### config.mk
export PLATFORM = sky130hd
export DESIGN_NAME = mdu_seq
export DESIGN_NICKNAME = d
export VERILOG_FILES = /design/src/rtl/mdu_seq.sv
export SDC_FILE = /design/constraint.sdc
export NUM_CORES = 1
export LEC_CHECK = 0
export BUFFER_PORTS_ARGS = -buffer_cell sky130_fd_sc_hd__buf_4
export CAP_MARGIN = 20
export CORE_MARGIN = 2
export CORE_UTILIZATION = 58
export CTS_CLUSTER_DIAMETER = 30
export DETAILED_ROUTE_END_ITERATION = 6
export GPL_ROUTABILITY_DRIVEN = 0
export PLACE_DENSITY = 0.77
export SLEW_MARGIN = 20
export SYNTH_ARGS = -nofsm -noshare
export SYNTH_HDL_FRONTEND = slang
export SYNTH_SLANG_ARGS = --single-unit
### constraint.sdc
create_clock -name clk -period 5.4 [get_ports clk]
set_input_delay 0.54 -clock clk [delete_from_list [all_inputs] [get_ports clk]]
set_output_delay 0.54 -clock clk [all_outputs]
set_load 0.005 [all_outputs]
### src/rtl/mdu_seq.sv
// Iterative RV32M multiply/divide sequencer beside the EX-stage ALU.
// Shift-add multiply and restoring divide on operand magnitudes, one bit per cycle.
module mdu_seq #(
    parameter int unsigned XLEN = 32
) (
    input  logic            clk,
    input  logic            rst,
    input  logic            start,
    input  logic [2:0]      funct3,
    input  logic [XLEN-1:0] A,
    input  logic [XLEN-1:0] B,
    input  logic            flush,
    output logic            stall,
    output logic            busy,
    output logic            done,
    output logic [XLEN-1:0] result
);
    localparam int unsigned CW = $clog2(XLEN);

    typedef enum logic [2:0] {IDLE, PREP, CALC, FIX, DONE} state_t;
    typedef enum logic [2:0] {
        OP_MUL    = 3'b000,
        OP_MULH   = 3'b001,
        OP_MULHSU = 3'b010,
        OP_MULHU  = 3'b011,
        OP_DIV    = 3'b100,
        OP_DIVU   = 3'b101,
        OP_REM    = 3'b110,
        OP_REMU   = 3'b111
    } op_t;

    state_t              state;
    op_t                 op;
    logic [XLEN-1:0]     opa, opb, mcand;
    logic [2*XLEN-1:0]   acc;
    logic [CW-1:0]       count;
    logic                sign_q, sign_r;

    logic                is_div, is_rem, a_signed, b_signed, a_neg, b_neg;
    logic                div_zero, div_ovf, div_ge;
    logic [XLEN-1:0]     a_mag, b_mag, div_diff, quot_fix, rem_fix, fix_res;
    logic [XLEN:0]       mul_sum, rem_sh;
    logic [2*XLEN-1:0]   mul_next, div_next, prod;

    always_comb begin
        is_div   = op[2];
        is_rem   = op[2] & op[1];
        a_signed = (op == OP_MULH) || (op == OP_MULHSU) || (op == OP_DIV) || (op == OP_REM);
        b_signed = (op == OP_MULH) || (op == OP_DIV) || (op == OP_REM);
        a_neg    = a_signed & opa[XLEN-1];
        b_neg    = b_signed & opb[XLEN-1];
        a_mag    = a_neg ? ('0 - opa) : opa;
        b_mag    = b_neg ? ('0 - opb) : opb;
        div_zero = (opb == '0);
        div_ovf  = ((op == OP_DIV) || (op == OP_REM)) &&
                   (opa == {1'b1, {(XLEN-1){1'b0}}}) && (opb == '1);

        // Multiplier sits in the low half and is consumed as the product shifts in.
        mul_sum  = {1'b0, acc[2*XLEN-1:XLEN]} + {1'b0, mcand};
        mul_next = acc[0] ? {mul_sum, acc[XLEN-1:1]} : {1'b0, acc[2*XLEN-1:1]};

        // {rem, quot} shift left; the bit shifted out of rem joins a 33-bit compare.
        rem_sh   = acc[2*XLEN-1:XLEN-1];
        div_ge   = rem_sh >= {1'b0, mcand};
        div_diff = rem_sh[XLEN-1:0] - mcand;
        div_next = div_ge ? {div_diff, acc[XLEN-2:0], 1'b1}
                          : {rem_sh[XLEN-1:0], acc[XLEN-2:0], 1'b0};

        prod     = sign_q ? ('0 - acc) : acc;
        quot_fix = sign_q ? ('0 - acc[XLEN-1:0]) : acc[XLEN-1:0];
        rem_fix  = sign_r ? ('0 - acc[2*XLEN-1:XLEN]) : acc[2*XLEN-1:XLEN];
        unique case (op)
            OP_MUL:                       fix_res = prod[XLEN-1:0];
            OP_MULH, OP_MULHSU, OP_MULHU: fix_res = prod[2*XLEN-1:XLEN];
            OP_DIV, OP_DIVU:              fix_res = quot_fix;
            default:                      fix_res = rem_fix;
        endcase
    end

    always_ff @(posedge clk) begin
        if (rst) begin
            state  <= IDLE;
            op     <= OP_MUL;
            opa    <= '0;
            opb    <= '0;
            mcand  <= '0;
            acc    <= '0;
            count  <= '0;
            sign_q <= 1'b0;
            sign_r <= 1'b0;
            result <= '0;
            done   <= 1'b0;
        end else begin
            done <= 1'b0;
            unique case (state)
                IDLE: begin
                    if (start && !flush) begin
                        op    <= op_t'(funct3);
                        opa   <= A;
                        opb   <= B;
                        state <= PREP;
                    end
                end
                PREP: begin
                    if (flush) begin
                        state <= IDLE;
                    end else begin
                        sign_q <= a_neg ^ b_neg;
                        sign_r <= a_neg;
                        count  <= CW'(XLEN-1);
                        if (is_div && div_zero) begin
                            result <= is_rem ? opa : '1;
                            done   <= 1'b1;
                            state  <= DONE;
                        end else if (div_ovf) begin
                            result <= is_rem ? '0 : opa;
                            done   <= 1'b1;
                            state  <= DONE;
                        end else begin
                            acc   <= is_div ? {{XLEN{1'b0}}, a_mag} : {{XLEN{1'b0}}, b_mag};
                            mcand <= is_div ? b_mag : a_mag;
                            state <= CALC;
                        end
                    end
                end
                CALC: begin
                    if (flush) begin
                        state <= IDLE;
                    end else begin
                        acc   <= is_div ? div_next : mul_next;
                        count <= count - 1'b1;
                        if (count == '0)
                            state <= FIX;
                    end
                end
                FIX: begin
                    if (flush) begin
                        state <= IDLE;
                    end else begin
                        result <= fix_res;
                        done   <= 1'b1;
                        state  <= DONE;
                    end
                end
                default: state <= IDLE;
            endcase
        end
    end

    assign busy  = (state != IDLE);
    assign stall = start || (state == PREP) || (state == CALC) || (state == FIX);
endmodule
==> results of run 1 <==
-- through the flow --
stage          setup slack, ns  util (%)  cells  power (mW)
2_1_floorplan             2.36         -   2401        2.17
3_3_place_gp              1.29      61.4   2743        2.39
3_5_place_dp              1.11      61.4   2744        2.40
4_1_cts                   1.03      67.6   2839        5.54
5_1_grt                  0.620      67.6   2839        5.71
6_report                 0.921      67.6   2839        5.56
-- layer usage --
| layer | vias up | track usage [%] | part of all wire [%] |
|---|---|---|---|
| met5 | - | 0 | 0 |
| met4 | 0 | 24.8 | 7.5 |
| met2 | 1257 | 58.9 | 42 |
| met1 | 8713 | 50.3 | 38 |
| met3 | 297 | 12.1 | 13 |
| li1 | 8674 | - | - |
-- registers in the layout, summed over array words and instances (netlist names) --
name	count
opa	32
count	5
mcand	32
acc	64
done	1
result	32
sign_q	1
opb	32
sign_r	1
op	3
state	3
-- Yosys cell counts (all sizes together), types with 19 or more instances --
library cell / count
dfxtp: 206
o221ai: 21
or3: 29
a21oi: 272
xor2: 84
a211oi: 44
o211ai: 31
nor4: 31
mux2i: 56
xnor2: 101
nor2: 218
o31ai: 29
nand2: 331
a221oi: 26
clkbuf: 163
a21o: 39
inv: 65
o21ai: 156
or4: 19
nand2b: 25
ha: 71
buf: 33
a31oi: 20
nand4: 31
nand3: 30
o21a: 20
nor3: 49
-- logic make-up (layout without fill, tap and decap cells) --
| group | after synthesis | count (layout) |
|---|---|---|
| simple gates | 839 | 839 |
| compound gates | 766 | 766 |
| flops | 206 | 206 |
| fa+ha+maj | 73 | 73 |
| xor+xnor | 185 | 185 |
| buf+inv | 261 | 309 |
| mux | 71 | 71 |
-- worst max-delay path, delay by kind of cell (launching register included) --
kind                       cells  cell delay [ns]
muxes                          1             0.22
AOI/OAI and AO/OA              5             1.93
DFF                            1             0.41
and+or+nand+nor                3             1.08
adders and majority gates      1             0.45
buffers and inverters          1             0.25
-- layout make-up --
class                      instances  share of cell area [%]
multi-input combinational       1934                    60.9
sequential                       206                    20.7
clock buffer                      60                    6.83
timing repair buffer             149                    5.70
tap                              390                    2.45
clock inverter                    35                    2.23
inverter                          65                    1.22
-- final timing paths --
kind / endpoint
setup reg to reg: acc[37]
setup / recovery: acc[37]
hold reg to reg: result[23]
hold / removal: op[2]
-- report_power, final --
part	total [mW]	internal [mW]	switching [mW]
clock network	3.16	2.10	1.05
registers	1.63	1.56	0.0698
logic	0.779	0.286	0.493
total	5.56	3.95	1.62
==> reports/results.tsv, run 1 <==
stage	metric	value	unit
status	status	finished with violations	
status	violated checks	DRC	
synthesis	Post-Synth Adder-Cell Area	5.39	%
synthesis	Yosys reg bits	206	
worst_setup_path	CP max-delay cell	and2_1	
cts	TritonCTS buffer count	51	
die	die footprint	31100	sq um
timing	RSZ-0062 raised after global routing	no	
worst_setup_path	Data required, critical path	5.82	ns
cts	Root Driver	clkbuf_16	
hold_path	HP Class	primary input to register	
worst_setup_path	FF-to-FF setup slack	0.92	ns
cells_and_area	Final Cell Area	19900	sq um
cells_and_area	diodes inserted	0	
cells_and_area	area of the multi-input gates	12100	sq um
worst_setup_path	WS Path Type	register to register	
grt	vias in the first global route	17600	
synthesis	syn avg cell area	7.18	sq um
die	num ports	106	
timing	Period minus WS final	4.48	ns
timing	Slew headroom	27.4	%
worst_setup_path	crit-path max FO	16	
synthesis	compound-cell area share of the yosys netlist	28.1	%
synthesis	largest family of logic cells by synthesized area	compound AO/OA/AOI/OAI gates	
timing	Final Hold Vio Count	0	
job	total of max-cap violations	0	
cts	worst skew pair latency	0.58	ns
timing	Finish-stage setup viols	0	
worst_setup_path	critical path startpoint	acc[33]	
worst_setup_path	crit-path cells	ha_1 -> nor2_1 -> a211oi_1 -> o211ai_1 -> a21o_1 -> and3_1 -> o21ai_1 -> and2_1 -> buf_12 -> mux2i_1 -> o221ai_1	
synthesis	area leader, netlist	dfxtp_1	
power	LEAKAGE	8.01	nW
cells_and_area	most frequent cells in the layout	331 x nand2_1, 272 x a21oi_1, 215 x nor2_1	
grt	largest net degree at the start of global routing	74	
cells_and_area	layout cells sized above 1	12.2	%
die	row cnt	63	
worst_setup_path	CP Launch Type	register	
cts	Post-CTS Resized	0	
die	Die Span X	176	um
cells_and_area	fill cell count	2493	
place	Post-DP HPWL	45900	um
synthesis	fraction of registers with async set/reset	0	%
timing	slew of the pin with the lowest slew margin	1.09	ns
route	drt initial violations	2891	
place	dpl cell area	18100	sq um
synthesis	EDFF count, synth	0	
timing	clk_skew	0.0342	ns
synthesis	syn_nets	2545	
synthesis	Syn Std Cell Area	17200	sq um
grt	gr ovfl total	0	
route	post-route ant nets	0	
route	post-route DRC violation count	4	
worst_setup_path	CP arrival	4.90	ns
hold_path	Worst Hold Depth	3	
worst_setup_path	reg2reg path depth	11	
cts	hold_buf cts	0	
cts	Setup Buffers After CTS	0	
cells_and_area	nets	2551	
cells_and_area	Area Growth Syn to Fin	15.6	%
synthesis	Seq/Total Area, Yosys	23.9	%
power	maximum VDD drop	0.314	mV
die	CORE AREA	29500	sq um
cts	CTS sink count	206	
timing	hold_ws	0.200	ns
synthesis	Yosys cell types	87	
grt	first-pass GRT wire length	97800	um
route	Via density	6.67	
worst_setup_path	RR Startpoint	acc[33]	
place	PortBufs	105	
synthesis	simple-gate share of the synthesized area	22.9	%
timing	FMAX	223	MHz
power	pwr/cell area	279	nW/um^2
timing	Max Slew Vio Count	0	
cts	CTS tree	done	
timing	crit share post-route	82.9	%
timing	setup tns final	0	ns
grt	antenna violations before repair	0	
cells_and_area	Sequential Area	4130	sq um
route	via count	18900	
synthesis	largest cells by area after synthesis	dfxtp_1 24%, a21oi_1 7.9%, nand2_1 7.2%	
cts	clock buffer depth	3	
synthesis	Synth Area in XOR/XNOR	9.40	%
synthesis	yosys warns	0	
cells_and_area	most common cell after layout, fill and taps aside	nand2_1	
cts	# H-tree levels	2	
grt	All-Layer GR Usage	39.7	%
worst_setup_path	Critical Path End Type	register	
cts	Worst-path clk slew	0.05	ns
route	final WL	63100	um
die	Die Y-Extent	176	um
synthesis	post-synthesis cell count	2401	
route	routed len/inst	22.2	um
synthesis	Top FF cell, synth	dfxtp_1	
hold_path	hold_sp	funct3[2]	
worst_setup_path	max incr delay on CP	0.84	ns
route	drt first pass iters	7	
synthesis	multiplexer share of the synthesized area	4.30	%
synthesis	area share of the largest cell type after synthesis	23.9	%
die	Initial Util	58.5	%
Power figures use the tool's default switching activity.
==> run 2, diff against run 1 <==
==> constraint.sdc (replaced) <==
create_clock -name clk -period 4.4 [get_ports clk]
set_input_delay 0.44 -clock clk [delete_from_list [all_inputs] [get_ports clk]]
set_output_delay 0.44 -clock clk [all_outputs]
set_load 0.005 [all_outputs]
==> reports/results.tsv, run 2 (same netlist as run 1, synthesis figures left out) <==
stage	metric	value	unit
worst_setup_path	CP arrival	4.33	ns
worst_setup_path	Worst path depth	10	
cells_and_area	diodes inserted	0	
status	status	finished with violations	
grt	largest net degree at the start of global routing	97	
worst_setup_path	CP Launch Type	register	
route	final WL	64200	um
cells_and_area	Largest Register	acc	
cts	Root Driver	clkbuf_16	
cells_and_area	max FFs per register	64	
worst_setup_path	crit path to	result[2]	
worst_setup_path	Data required, critical path	4.78	ns
die	Die Y-Extent	176	um
timing	crit share post-route	89.7	%
power	LEAKAGE	8.04	nW
power	pwr/cell area	344	nW/um^2
timing	slew of the pin with the lowest slew margin	1.21	ns
worst_setup_path	crit-path cells	or4_1 -> nor4_1 -> nand4_1 -> buf_4 -> o21ai_0 -> xnor2_1 -> a222oi_1 -> o211ai_1 -> o21ai_0 -> nor2_1	
cts	CTS sink count	206	
place	PortBufs	105	
cts	Worst-path clk slew	0.05	ns
cts	Setup Buffers After CTS	0	
route	via count	19300	
die	row cnt	63	
worst_setup_path	critical path startpoint	acc[6]	
die	die footprint	31100	sq um
status	violated checks	DRC	
grt	vias in the first global route	17900	
route	routed len/inst	22.6	um
place	Post-DP HPWL	46600	um
cells_and_area	layout cells sized above 1	12.2	%
timing	Max Slew Vio Count	0	
worst_setup_path	CP max-delay cell	a222oi_1	
worst_setup_path	CP top delay family	simple AND/OR/NAND/NOR gates	
worst_setup_path	FF-to-FF setup slack	0.45	ns
cts	hold_buf cts	0	
cells_and_area	nets	2557	
route	Via density	6.80	
worst_setup_path	RR Startpoint	acc[6]	
hold_path	HP Class	primary input to register	
timing	clk_skew	0.0251	ns
grt	All-Layer GR Usage	40.3	%
grt	antenna violations before repair	1	
cts	worst skew pair latency	0.56	ns
worst_setup_path	CP dominant cell by count	o21ai_0	
cts	# H-tree levels	2	
route	drt first pass iters	7	
timing	Period minus WS final	3.95	ns
worst_setup_path	Buf+Inv Stages, Crit Path	1	
die	CORE AREA	29500	sq um
cts	TritonCTS buffer count	50	
cells_and_area	most frequent cells in the layout	331 x nand2_1, 272 x a21oi_1, 216 x nor2_1	
cts	Post-CTS Resized	0	
power	maximum VDD drop	0.290	mV
cells_and_area	Final Util	67.7	%
die	Die Span X	176	um
worst_setup_path	WS Path Type	register to register	
cells_and_area	most common cell after layout, fill and taps aside	nand2_1	
worst_setup_path	Critical Path End Type	register	
route	post-route DRC violation count	22	
die	num ports	106	
cts	clock buffer depth	3	
timing	FMAX	253	MHz
die	Initial Util	58.5	%
timing	Final Hold Vio Count	0	
cts	CTS tree	done	
timing	setup tns final	0	ns
worst_setup_path	Worst R2R End	result[2]	
worst_setup_path	reg2reg path depth	10	
worst_setup_path	crit-path max FO	16	
timing	Finish-stage setup viols	0	
route	drt initial violations	2832	
cells_and_area	Area Growth Syn to Fin	15.8	%
grt	first-pass GRT wire length	99200	um
worst_setup_path	max incr delay on CP	0.79	ns
grt	gr ovfl total	0	
job	total of max-cap violations	0	
route	post-route ant nets	0	
timing	Slew headroom	19.3	%
timing	RSZ-0062 raised after global routing	no	
run 2: changes by cell type in the layout (fill, tap and decap cells not counted), moves of 2 or more:
cell,before,now
inv_6,2,4
bufinv_16,6,8
clkinvlp_4,8,5
clkinv_16,2,0
clkinv_4,8,2
clkbuf_8,5,7
buf_4,147,154
run 2: per-stage QoR:
step / setup slack (ns) / power, mW / hold WS [ns] / instances / cell area (sq um)
5_1_grt: 0.380 / 7.05 / 0.136 / 2841 / 19900
3_5_place_dp: 0.744 / 2.96 / 0.444 / 2751 / 18200
3_3_place_gp: 0.845 / 2.95 / 0.439 / 2751 / 18200
2_1_floorplan: 1.36 / 2.66 / 0.442 / 2401 / 17200
4_1_cts: 0.665 / 6.83 / 0.123 / 2841 / 19900
6_report: 0.452 / 6.87 / 0.127 / 2841 / 19900
run 2: worst register-to-register path, stage by stage, from the launching register on:
cell and delay [ns]:
dfxtp_1 0.40, or4_1 0.61, nor4_1 0.70, nand4_1 0.19, buf_4 0.27, o21ai_0 0.26
xnor2_1 0.11, a222oi_1 0.79, o211ai_1 0.26, o21ai_0 0.14, nor2_1 0.06
run 2: report_power, final:
group | internal, mW | switching [mW]
registers | 1.91 | 0.0877
logic | 0.362 | 0.618
clock network | 2.69 | 1.19
run 2: worst min path at each step:
stage                           from          to  depth (start not counted)
after floorplan           result[23]  result[23]                          2
after global placement    result[15]  result[15]                          1
after detailed placement  result[15]  result[15]                          1
after CTS                      A[31]     opa[31]                          3
after global routing           A[11]     opa[11]                          3
final                          A[11]     opa[11]                          3
run 2: per-layer routing:
metal	global-route usage, %	up-vias	share of wire (%)
li1	-	8714	-
met1	50.0	8996	38
met2	60.3	1290	42
met3	11.9	313	12
met4	26.9	2	7.6
met5	0	-	0.014
run 2: layout make-up:
type / instances / area, sq um
clock inverter: 27 / 385
sequential: 206 / 4130
inverter: 65 / 244
multi-input combinational: 1934 / 12100
clock buffer: 63 / 1390
fill: 2499 / 9530
tap: 390 / 488
timing repair buffer: 156 / 1200
